<file path="config.mk">
export PLATFORM = sky130hd
export DESIGN_NAME = fetch_instruction_flat
export DESIGN_NICKNAME = d
export VERILOG_FILES = /design/src/rtl/fetch_instruction_pkg.sv /design/src/rtl/fetch_instruction_if.sv /design/src/rtl/fetch_skid_buffer.sv /design/src/rtl/fetch_instruction.sv /design/src/flat_wrapper.sv
export SDC_FILE = /design/constraint.sdc
export NUM_CORES = 1
export LEC_CHECK = 0
export BUFFER_PORTS_ARGS = -buffer_cell sky130_fd_sc_hd__buf_2
export CAP_MARGIN = 20
export CORE_UTILIZATION = 58
export CTS_BUF_LIST = sky130_fd_sc_hd__clkbuf_8
export DETAILED_ROUTE_END_ITERATION = 12
export GPL_ROUTABILITY_DRIVEN = 0
export GPL_TIMING_DRIVEN = 0
export PLACE_DENSITY = 0.89
export SLEW_MARGIN = 0
export SYNTH_ARGS = -nofsm -noshare
export SYNTH_HDL_FRONTEND = slang
export SYNTH_HIERARCHICAL = 1
export SYNTH_SLANG_ARGS = --single-unit
</file>
<file path="constraint.sdc">
create_clock -name clk -period 3.7 [get_ports clk]
set_input_delay 0.185 -clock clk [delete_from_list [all_inputs] [get_ports clk]]
set_output_delay 0.185 -clock clk [all_outputs]
set_load 0.03 [all_outputs]
</file>
<file path="src/rtl/fetch_instruction_pkg.sv">
// fetch_instruction_pkg: shared widths, reset address and opcode values of the faux CPU.
package fetch_instruction_pkg;

    localparam int INSTRUCTION_WIDTH = 25;
    localparam int WIDTH_OPCODE      = 5;
    localparam int PC_WIDTH          = 12;

    localparam logic [PC_WIDTH-1:0] RESET_PC = '0;

    localparam logic [WIDTH_OPCODE-1:0] INSTR_NOP  = 5'h00;
    localparam logic [WIDTH_OPCODE-1:0] INSTR_ADD  = 5'h01;
    localparam logic [WIDTH_OPCODE-1:0] INSTR_LR   = 5'h02;
    localparam logic [WIDTH_OPCODE-1:0] INSTR_SR   = 5'h03;
    localparam logic [WIDTH_OPCODE-1:0] INSTR_HALT = 5'h1F;

endpackage

</file>
<file path="src/rtl/fetch_instruction_if.sv">
// fetch_instruction_if: instruction-memory port, decode handshake and redirect input of the fetch stage.
interface fetch_instruction_if #(
    parameter int INSTRUCTION_WIDTH = fetch_instruction_pkg::INSTRUCTION_WIDTH,
    parameter int PC_WIDTH          = fetch_instruction_pkg::PC_WIDTH
);
    logic                         imem_en;
    logic [PC_WIDTH-1:0]          imem_addr;
    logic [INSTRUCTION_WIDTH-1:0] imem_rdata;
    logic                         fetch_valid;
    logic                         fetch_ready;
    logic [INSTRUCTION_WIDTH-1:0] fetch_instruction;
    logic [PC_WIDTH-1:0]          fetch_pc;
    logic                         redirect_valid;
    logic [PC_WIDTH-1:0]          redirect_pc;
    logic                         halted;

    // Fetch stage side.
    modport master (
        output imem_en, imem_addr, fetch_valid, fetch_instruction, fetch_pc, halted,
        input  imem_rdata, fetch_ready, redirect_valid, redirect_pc
    );

    // Memory / decode / execute side.
    modport slave (
        input  imem_en, imem_addr, fetch_valid, fetch_instruction, fetch_pc, halted,
        output imem_rdata, fetch_ready, redirect_valid, redirect_pc
    );
endinterface

</file>
<file path="src/rtl/fetch_skid_buffer.sv">
// fetch_skid_buffer: 2-entry FIFO of {instruction, pc} with push, pop, flush and occupancy count.
module fetch_skid_buffer
    import fetch_instruction_pkg::*;
#(
    parameter int DATA_WIDTH = INSTRUCTION_WIDTH + PC_WIDTH
) (
    input  logic                  clk,
    input  logic                  reset,
    input  logic                  flush_i,
    input  logic                  push_i,
    input  logic                  pop_i,
    input  logic [DATA_WIDTH-1:0] push_data_i,
    output logic [DATA_WIDTH-1:0] head_data_o,
    output logic [1:0]            count_o
);
    logic [DATA_WIDTH-1:0] entry_q [2];
    logic                  rd_ptr_q;
    logic                  wr_ptr_q;
    logic [1:0]            count_q;

    // Storage is cleared on reset so the head reads as zero until the first push.
    always_ff @(posedge clk) begin
        if (reset) begin
            entry_q[0] <= '0;
            entry_q[1] <= '0;
            rd_ptr_q   <= 1'b0;
            wr_ptr_q   <= 1'b0;
            count_q    <= 2'd0;
        end else if (flush_i) begin
            rd_ptr_q <= 1'b0;
            wr_ptr_q <= 1'b0;
            count_q  <= 2'd0;
        end else begin
            if (push_i) begin
                entry_q[wr_ptr_q] <= push_data_i;
                wr_ptr_q          <= ~wr_ptr_q;
            end
            if (pop_i) begin
                rd_ptr_q <= ~rd_ptr_q;
            end
            count_q <= count_q + 2'(push_i) - 2'(pop_i);
        end
    end

    assign head_data_o = entry_q[rd_ptr_q];
    assign count_o     = count_q;
endmodule

</file>
<file path="src/rtl/fetch_instruction.sv">
// fetch_instruction: program counter, memory-read issue, halt tracking and skid queue feeding decode.
module fetch_instruction #(
    parameter int                      INSTRUCTION_WIDTH = fetch_instruction_pkg::INSTRUCTION_WIDTH,
    parameter int                      WIDTH_OPCODE      = fetch_instruction_pkg::WIDTH_OPCODE,
    parameter int                      PC_WIDTH          = fetch_instruction_pkg::PC_WIDTH,
    parameter logic [PC_WIDTH-1:0]     RESET_PC          = fetch_instruction_pkg::RESET_PC,
    parameter logic [WIDTH_OPCODE-1:0] INSTR_HALT        = fetch_instruction_pkg::INSTR_HALT
) (
    input logic                 clk,
    input logic                 reset,
    fetch_instruction_if.master bus
);
    localparam int ENTRY_W = INSTRUCTION_WIDTH + PC_WIDTH;

    logic [PC_WIDTH-1:0] pc_q, pc_d;
    logic [PC_WIDTH-1:0] inflight_pc_q, inflight_pc_d;
    logic                inflight_q, inflight_d;
    logic                halted_q, halted_d;

    logic [1:0]          count;
    logic [ENTRY_W-1:0]  head;
    logic [2:0]          occupancy;
    logic                valid;
    logic                pop;
    logic                push;
    logic                issue;
    logic                req;
    logic [PC_WIDTH-1:0] req_addr;
    logic                halt_push;

    // Handshake and read-request decision; the occupancy term counts the read still in flight
    // so the queue can never be over-committed.
    always_comb begin
        valid     = !reset && (count != 2'd0) && !bus.redirect_valid;
        pop       = valid && bus.fetch_ready;
        occupancy = {1'b0, count} - {2'b00, pop} + {2'b00, inflight_q};
        issue     = !halted_q && (occupancy < 3'd2);
        req       = !reset && (bus.redirect_valid || issue);
        if (reset) begin
            req_addr = RESET_PC;
        end else if (bus.redirect_valid) begin
            req_addr = bus.redirect_pc;
        end else begin
            req_addr = pc_q;
        end
        // A response arriving after halt was pushed, or in a redirect cycle, is dropped.
        push      = !reset && inflight_q && !halted_q && !bus.redirect_valid;
        halt_push = push && (bus.imem_rdata[INSTRUCTION_WIDTH-1 -: WIDTH_OPCODE] == INSTR_HALT);
    end

    // Next-state for PC, halt flag and in-flight read tracking; redirect wins over everything.
    always_comb begin
        pc_d          = pc_q;
        halted_d      = halted_q;
        inflight_d    = req;
        inflight_pc_d = req_addr;
        if (bus.redirect_valid) begin
            pc_d     = bus.redirect_pc + PC_WIDTH'(1);
            halted_d = 1'b0;
        end else begin
            if (issue) begin
                pc_d = pc_q + PC_WIDTH'(1);
            end
            if (halt_push) begin
                halted_d = 1'b1;
            end
        end
    end

    // State registers; reset also forgets any read in flight.
    always_ff @(posedge clk) begin
        if (reset) begin
            pc_q          <= RESET_PC;
            halted_q      <= 1'b0;
            inflight_q    <= 1'b0;
            inflight_pc_q <= '0;
        end else begin
            pc_q          <= pc_d;
            halted_q      <= halted_d;
            inflight_q    <= inflight_d;
            inflight_pc_q <= inflight_pc_d;
        end
    end

    fetch_skid_buffer #(
        .DATA_WIDTH (ENTRY_W)
    ) u_skid (
        .clk         (clk),
        .reset       (reset),
        .flush_i     (bus.redirect_valid),
        .push_i      (push),
        .pop_i       (pop),
        .push_data_i ({bus.imem_rdata, inflight_pc_q}),
        .head_data_o (head),
        .count_o     (count)
    );

    assign bus.imem_en           = req;
    assign bus.imem_addr         = req_addr;
    assign bus.fetch_valid       = valid;
    assign bus.fetch_instruction = head[ENTRY_W-1:PC_WIDTH];
    assign bus.fetch_pc          = head[PC_WIDTH-1:0];
    assign bus.halted            = halted_q;
endmodule

</file>
<file path="src/flat_wrapper.sv">
// flat-port wrapper written by rule: the top's interface ports become plain ports
module fetch_instruction_flat 
#(
    parameter int                      INSTRUCTION_WIDTH = fetch_instruction_pkg::INSTRUCTION_WIDTH,
    parameter int                      WIDTH_OPCODE      = fetch_instruction_pkg::WIDTH_OPCODE,
    parameter int                      PC_WIDTH          = fetch_instruction_pkg::PC_WIDTH,
    parameter logic [PC_WIDTH-1:0]     RESET_PC          = fetch_instruction_pkg::RESET_PC,
    parameter logic [WIDTH_OPCODE-1:0] INSTR_HALT        = fetch_instruction_pkg::INSTR_HALT
)
  (clk, reset, bus_imem_en, bus_imem_addr, bus_fetch_valid, bus_fetch_instruction, bus_fetch_pc, bus_halted, bus_imem_rdata, bus_fetch_ready, bus_redirect_valid, bus_redirect_pc);
  fetch_instruction_if #(.INSTRUCTION_WIDTH(INSTRUCTION_WIDTH), .PC_WIDTH(PC_WIDTH)) bus_i ();
  input logic clk;
  input logic reset;
  output wire logic [$bits(bus_i.imem_en)-1:0] bus_imem_en;
  output wire logic [$bits(bus_i.imem_addr)-1:0] bus_imem_addr;
  output wire logic [$bits(bus_i.fetch_valid)-1:0] bus_fetch_valid;
  output wire logic [$bits(bus_i.fetch_instruction)-1:0] bus_fetch_instruction;
  output wire logic [$bits(bus_i.fetch_pc)-1:0] bus_fetch_pc;
  output wire logic [$bits(bus_i.halted)-1:0] bus_halted;
  input wire logic [$bits(bus_i.imem_rdata)-1:0] bus_imem_rdata;
  input wire logic [$bits(bus_i.fetch_ready)-1:0] bus_fetch_ready;
  input wire logic [$bits(bus_i.redirect_valid)-1:0] bus_redirect_valid;
  input wire logic [$bits(bus_i.redirect_pc)-1:0] bus_redirect_pc;
  assign bus_imem_en = bus_i.imem_en;
  assign bus_imem_addr = bus_i.imem_addr;
  assign bus_fetch_valid = bus_i.fetch_valid;
  assign bus_fetch_instruction = bus_i.fetch_instruction;
  assign bus_fetch_pc = bus_i.fetch_pc;
  assign bus_halted = bus_i.halted;
  assign bus_i.imem_rdata = bus_imem_rdata;
  assign bus_i.fetch_ready = bus_fetch_ready;
  assign bus_i.redirect_valid = bus_redirect_valid;
  assign bus_i.redirect_pc = bus_redirect_pc;
  fetch_instruction #(.INSTRUCTION_WIDTH(INSTRUCTION_WIDTH), .WIDTH_OPCODE(WIDTH_OPCODE), .PC_WIDTH(PC_WIDTH), .RESET_PC(RESET_PC), .INSTR_HALT(INSTR_HALT)) u_core (.clk(clk), .reset(reset), .bus(bus_i));
endmodule
</file>
### Yosys cells after proc, flatten, opt, wreduce, memory -nomap -nowiden

Memories as Yosys holds them, arrays and structs flattened. A register that Yosys moved wholly into a read port is not among the register bits.
Index checks and enable logic that the tools add are counted.

| operators by class | value |
|---|---|
| reductions and logical operators | 17 |
| eq/ne operators | 1 |
| add/sub/neg operators | 6 |
| bitwise logic cells | 2 |
| multiplexer cells | 15 |
| $lt $le $gt $ge | 1 |

Operators with widths:

| operator | count |
|---|---|
| $mux W12 | 4 |
| $mux W37 | 1 |
| $reduce_or A37 Y1 | 1 |
| $add A12 B1 Y12 const B | 2 |
| $mux W1 | 10 |
| $logic_and A1 B1 Y1 | 9 |
| $eq A5 B5 Y1 const B | 1 |
| $reduce_bool A2 Y1 | 2 |
| $add A3 B1 Y3 | 1 |
| $logic_not A1 Y1 | 3 |
| $lt A3 B2 Y1 const B | 1 |
| $sub A2 B1 Y3 | 1 |
| $add A2 B1 Y2 | 1 |
| $not A1 Y1 | 2 |
| $reduce_or A2 Y1 | 1 |
| $sub A2 B1 Y2 | 1 |
| $logic_or A1 B1 Y1 | 1 |

| storage, ports and cells | value |
|---|---|
| memories | 1 |
| word-level logic and storage cells | 50 |
| RAM bits | 74 |
| flip-flop bits (word level) | 30 |
| bits of input ports | 41 |
| output and inout bits | 52 |

Memory list:

| name | words | width | read ports | clocked after memory_dff | wr ports | line | RTL |
|---|---|---|---|---|---|---|---|
| u_core.u_skid.entry_q | 2 | 37 | 1 | 1 | 2 | fetch_skid_buffer.sv:16 | `logic [DATA_WIDTH-1:0] entry_q [2];` |

### Longest topological paths before layout

| depth | value |
|---|---|
| word-level depth | 10 |
| gate-level depth with buffers | 13 |
| mapped depth without buffers | 11 |

### Hierarchy

Netlist, hierarchy kept.

By module, submodules not included:

| module | sequential area each (µm²) | instances | area each (µm²) | cells an instance |
|---|---|---|---|---|
| fetch_skid_buffer | 2322.2 | 1 | 3505.9 | 228 |
| fetch_instruction | 520.5 | 1 | 1471.4 | 177 |

### Worst setup path before layout

Ideal clock, no wire load.

| timing | value |
|---|---|
| kind | input port to flip-flop |
| start | input port bus_redirect_valid |
| end | register u_core.pc_q[8] |
| cell stages on the path | 12 |
| setup slack | 0.068 ns |
| setup time | 0.061 ns |
| required time | 3.639 ns |
| buffers on the path | 2 |
| arrival | 3.571 ns |
| cells stage by stage | clkbuf_1 buf_2 nor3_1 and2_1 ha_1 nand2b_1 fa_1 inv_1 nor3_1 nor2_1 nor2_1 a22o_1 |

| on the way | value |
|---|---|
| longest elaborated chain between the ends | 8 |
| elaborated cells between the ends (all ways) | 9 |
| those cells by class | add/sub (2); order compare (1); mux (1); reduce/logical (5) |

RTL lines:

| what | line | RTL |
|---|---|---|
| start, declared | flat_wrapper.sv:22 | `input wire logic [$bits(bus_i.redirect_valid)-1:0] bus_redirect_valid;` |
| $logic_not A1 Y1 | fetch_instruction.sv:34 | `valid = !reset && (count != 2'd0) && !bus.redirect_valid;` |
| $logic_and A1 B1 Y1 | fetch_instruction.sv:34 |  |
| via bus_fetch_valid | flat_wrapper.sv:16 | `output wire logic [$bits(bus_i.fetch_valid)-1:0] bus_fetch_valid;` |
| $logic_and A1 B1 Y1 | fetch_instruction.sv:35 | `pop = valid && bus.fetch_ready;` |
| via u_core.pop | fetch_instruction.sv:24 | `logic pop;` |
| $sub A2 B1 Y3 | fetch_instruction.sv:36 | `occupancy = {1'b0, count} - {2'b00, pop} + {2'b00, inflight_q};` |
| $add A3 B1 Y3 | fetch_instruction.sv:36 |  |
| $lt A3 B2 Y1 | fetch_instruction.sv:37 | `issue = !halted_q && (occupancy < 3'd2);` |
| $logic_and A1 B1 Y1 | fetch_instruction.sv:37 |  |
| $reduce_bool A2 Y1 (no source line) | n/a |  |
| end signal, assigned | fetch_instruction.sv:78 | `pc_q <= pc_d;` |
| end, declared | fetch_instruction.sv:15 | `logic [PC_WIDTH-1:0] pc_q, pc_d;` |

The timed path passes the listed nets, and every way through them passes these cells.
A chain may end at the register's enable or synchronous reset.

### Worst setup path after layout

| timing | value |
|---|---|
| start | register u_core.u_skid.count_q[1], in the netlist u_core/u_skid/count_o[1] |
| end | output port bus_imem_en |

| on the way | value |
|---|---|
| longest elaborated chain between the ends | 10 |

RTL lines:

| what | line | RTL |
|---|---|---|
| start, declared | fetch_skid_buffer.sv:19 | `logic [1:0] count_q;` |
| start signal, assigned | fetch_skid_buffer.sv:41 | `count_q <= count_q + 2'(push_i) - 2'(pop_i);` |
| $reduce_bool A2 Y1 | fetch_instruction.sv:34 |  |
| $logic_and A1 B1 Y1 (2 in a row) | fetch_instruction.sv:34 |  |
| $logic_and A1 B1 Y1 | fetch_instruction.sv:35 |  |
| via u_core.pop | fetch_instruction.sv:24 |  |
| $sub A2 B1 Y3 | fetch_instruction.sv:36 |  |
| $add A3 B1 Y3 | fetch_instruction.sv:36 |  |
| $lt A3 B2 Y1 | fetch_instruction.sv:37 |  |
| $logic_and A1 B1 Y1 | fetch_instruction.sv:37 |  |
| $logic_or A1 B1 Y1 | fetch_instruction.sv:38 | `req = !reset && (bus.redirect_valid \|\| issue);` |
| $logic_and A1 B1 Y1 | fetch_instruction.sv:38 |  |
| end, declared | flat_wrapper.sv:14 | `output wire logic [$bits(bus_i.imem_en)-1:0] bus_imem_en;` |

The timed path passes the listed nets, and every way through them passes these cells.

==> reports/metrics.csv <==
metric;value;unit
io_pins;93;
drc;0;
status;finished, final reports clean;
setup_viol;0;
synth_ff_type;edfxtp_1;
yosysSeqAreaShare;57.1;%
powerDensity;400;nW/um2
tns;0;ps
cts_resized;0;
power.internal;1720;uW
dp.cells;602;
tightest_slew;887;ps
power_frac_clock;29.6;%
finalMaxSlewViolations;0;
die_h;94.6;um
path_max_fanout;6;
async_flop_share;0;%
power_frac_seq;57.9;%
finalWorstSetupSlack;329;ps
grt-ovfl-total;0;
cp-end-kind;output pin;
wl_per_cell;17.5;um
drive_gt1_share;33.3;%
track_usage;25.5;%
worstSetupPathType;reg -> out;
synth.distinct_cells;44;
start_util;60.3;%
slowest_delay;460;ps
tritoncts;done;
critPathMostFrequentCell;nor2_1;
arrival;3190;ps
rsz0062_at_grt;false;
io_buffers;92;
drv_cap;0;
cts_max_level;3;
synth-seq-cells;105;
synthCells;405;
min_period;3370;ps
switching_share;25.5;%
clockRootBuffer;clkbuf_8;
insertion_delay;370;ps
leakage;0.00266;uW
combPwrFrac;12.6;%
cts_max_path_buffers;2;
min_path_type;in -> reg;
numCtsBuffers;9;
fp.dieArea;8960;um2
grt_pass1_wl;17000;um
viasPerCell;5.92;
vdd_ir_drop_max;200;uV
n_antenna_cell;0;
dr.first_iter.drc_count;282;
worstPathCellList;nor2_1 -> nor3_1 -> and2_1 -> ha_1 -> nand2b_1 -> fa_1 -> xor2_1 -> nor3_2 -> nor2_1 -> nor2_1 -> buf_2;
grt_max_degree;38;
hpwl;7490;um
synth_area;4980;um2
fmax;297;MHz
relSlewSlack;40.9;%
ant_nets;0;
antenna_found_initial;0;
fin_crit_sh;91.1;%
clock_skew;12.2;ps
num-nets-final;553;
crit_path_start_kind;register;
fin_cells;616;
die_x;94.6;um
switchingPower;588;uW
yosysWarnings;6;
hold_violations;0;
avgSynthCellArea;12.3;um2
fillers;605;
layout_commonest_cell;buf_2;
core-area;8260;um2
final_cell_mix;buf_2 (97), and3_1 (74), edfxtp_1 (74), mux2_2 (38), dfxtp_1 (31);
synth_nets;451;
post_cts_buffers;0;
critPathRequiredTime;3510;ps
drtPass1Iterations;5;
clock_sinks;105;
cts_hold_buf;0;
synth_edf_count;74;
crit_slowest_cell;dfxtp_1;
rows;33;
vias;3647;
pre_cts_ws;-244;ps
syn_to_final_growth;15.6;%
finalWirelength;10800;um
grt_pass1_vias;3581;
clkSlewWorstSetupHoldPaths;90;ps
==> area by class of cell <==
| class | count | area, um2 | area share (%) |
|---|---|---|---|
| Buffer | 29 | 201 | 3.50 |
| Clock buffer | 9 | 124 | 2.15 |
| Clock inverter | 6 | 58.8 | 1.02 |
| Inverter | 8 | 30.0 | 0.522 |
| Multi-Input combinational cell | 262 | 1910 | 33.1 |
| Sequential cell | 105 | 2840 | 49.4 |
| Tap cell | 105 | 131 | 2.28 |
| Timing Repair Buffer | 92 | 460 | 8.00 |
==> flip-flops by register name, summed over array words and instances (netlist names), named ones only <==
register,count
u_core/u_skid/wr_ptr_q,1
u_core/pc_q,12
u_core/bus.halted,1
u_core/inflight_q,1
u_core/u_skid/rd_ptr_q,1
u_core/u_skid/count_o,2
u_core/u_skid/entry_q,74
u_core/inflight_pc_q,12
==> logic make-up after synthesis <==
group | share of synthesized area, %
buffers and inverters | 4.73
AO/OA/AOI/OAI | 4.63
XOR/XNOR | 3.44
flip-flops | 57.1
AND/OR/NAND/NOR | 17.9
multiplexers | 10.8
adder cells (fa/ha/maj) | 1.41
==> final timing paths <==
| check | from | end | slack, ps | cells after the start |
|---|---|---|---|---|
| setup / recovery | u_core/u_skid/count_o[1] | bus_imem_en | 330 | 11 |
| hold / removal | bus_redirect_pc[9] | u_core/inflight_pc_q[9] | 120 | 3 |
| setup reg to reg | u_core/u_skid/count_o[1] | u_core/pc_q[9] | 430 | 12 |
| hold reg to reg | u_core/pc_q[1] | u_core/pc_q[1] | 490 | 2 |
==> cell usage after synthesis (3+ instances only) <==
master / instances / area, um2
buf_4: 5 / 37.5
buf_6: 9 / 101
nand4b_1: 3 / 26.3
o21ai_0: 3 / 15.0
dfxtp_1: 31 / 621
xor2_1: 5 / 43.8
and4_1: 3 / 26.3
and2_1: 5 / 31.3
and3_1: 74 / 463
nor2_1: 25 / 93.8
nand2_1: 16 / 60.1
nand3b_1: 7 / 52.6
ha_1: 4 / 50.1
nor3_1: 8 / 40.0
clkbuf_1: 11 / 41.3
mux2_2: 38 / 428
a31oi_1: 4 / 25.0
a211oi_1: 3 / 22.5
nand3_1: 7 / 35.0
o21a_1: 3 / 22.5
inv_1: 8 / 30.0
buf_2: 5 / 25.0
xnor2_1: 12 / 105
mux2i_1: 11 / 110
edfxtp_1: 74 / 2220
a21oi_1: 8 / 40.0
==> power groups by stage <==
stage | clock network, uW | registers [uW] | logic (uW)
floorplan | 0 | 1350 | 192
global placement | 0 | 1360 | 280
detailed placement | 0 | 1360 | 287
CTS | 689 | 1330 | 288
global route | 742 | 1340 | 310
finish | 681 | 1330 | 290
==> layer usage <==
metal,vias up,GRT usage (%),part of all wire (%)
met4,0,10.6,1.4
met2,186,44.6,51
met5,-,0,0
met3,16,5.07,7.8
met1,1757,30.5,40
li1,1688,-,-
==> through the flow <==
step / power, uW / utilization (%) / instance area [um2] / hold slack, ps
finish: 2300 / 69.7 / 5760 / 122
detailed placement: 1650 / 67.5 / 5570 / 472
CTS: 2310 / 69.7 / 5750 / 105
global placement: 1640 / 67.4 / 5570 / 459
floorplan: 1540 / - / 4980 / 262
global route: 2390 / 69.7 / 5760 / 114
==> worst max-delay path: cells and delay by family, from the launching register on <==
kind	cells	cell delay, ps
adders and majority gates	2	630
and+or+nand+nor	7	1290
xor gates and xnor gates	1	220
buffers and inverters	1	210
DFF	1	460
Power figures use the tool's default switching activity.
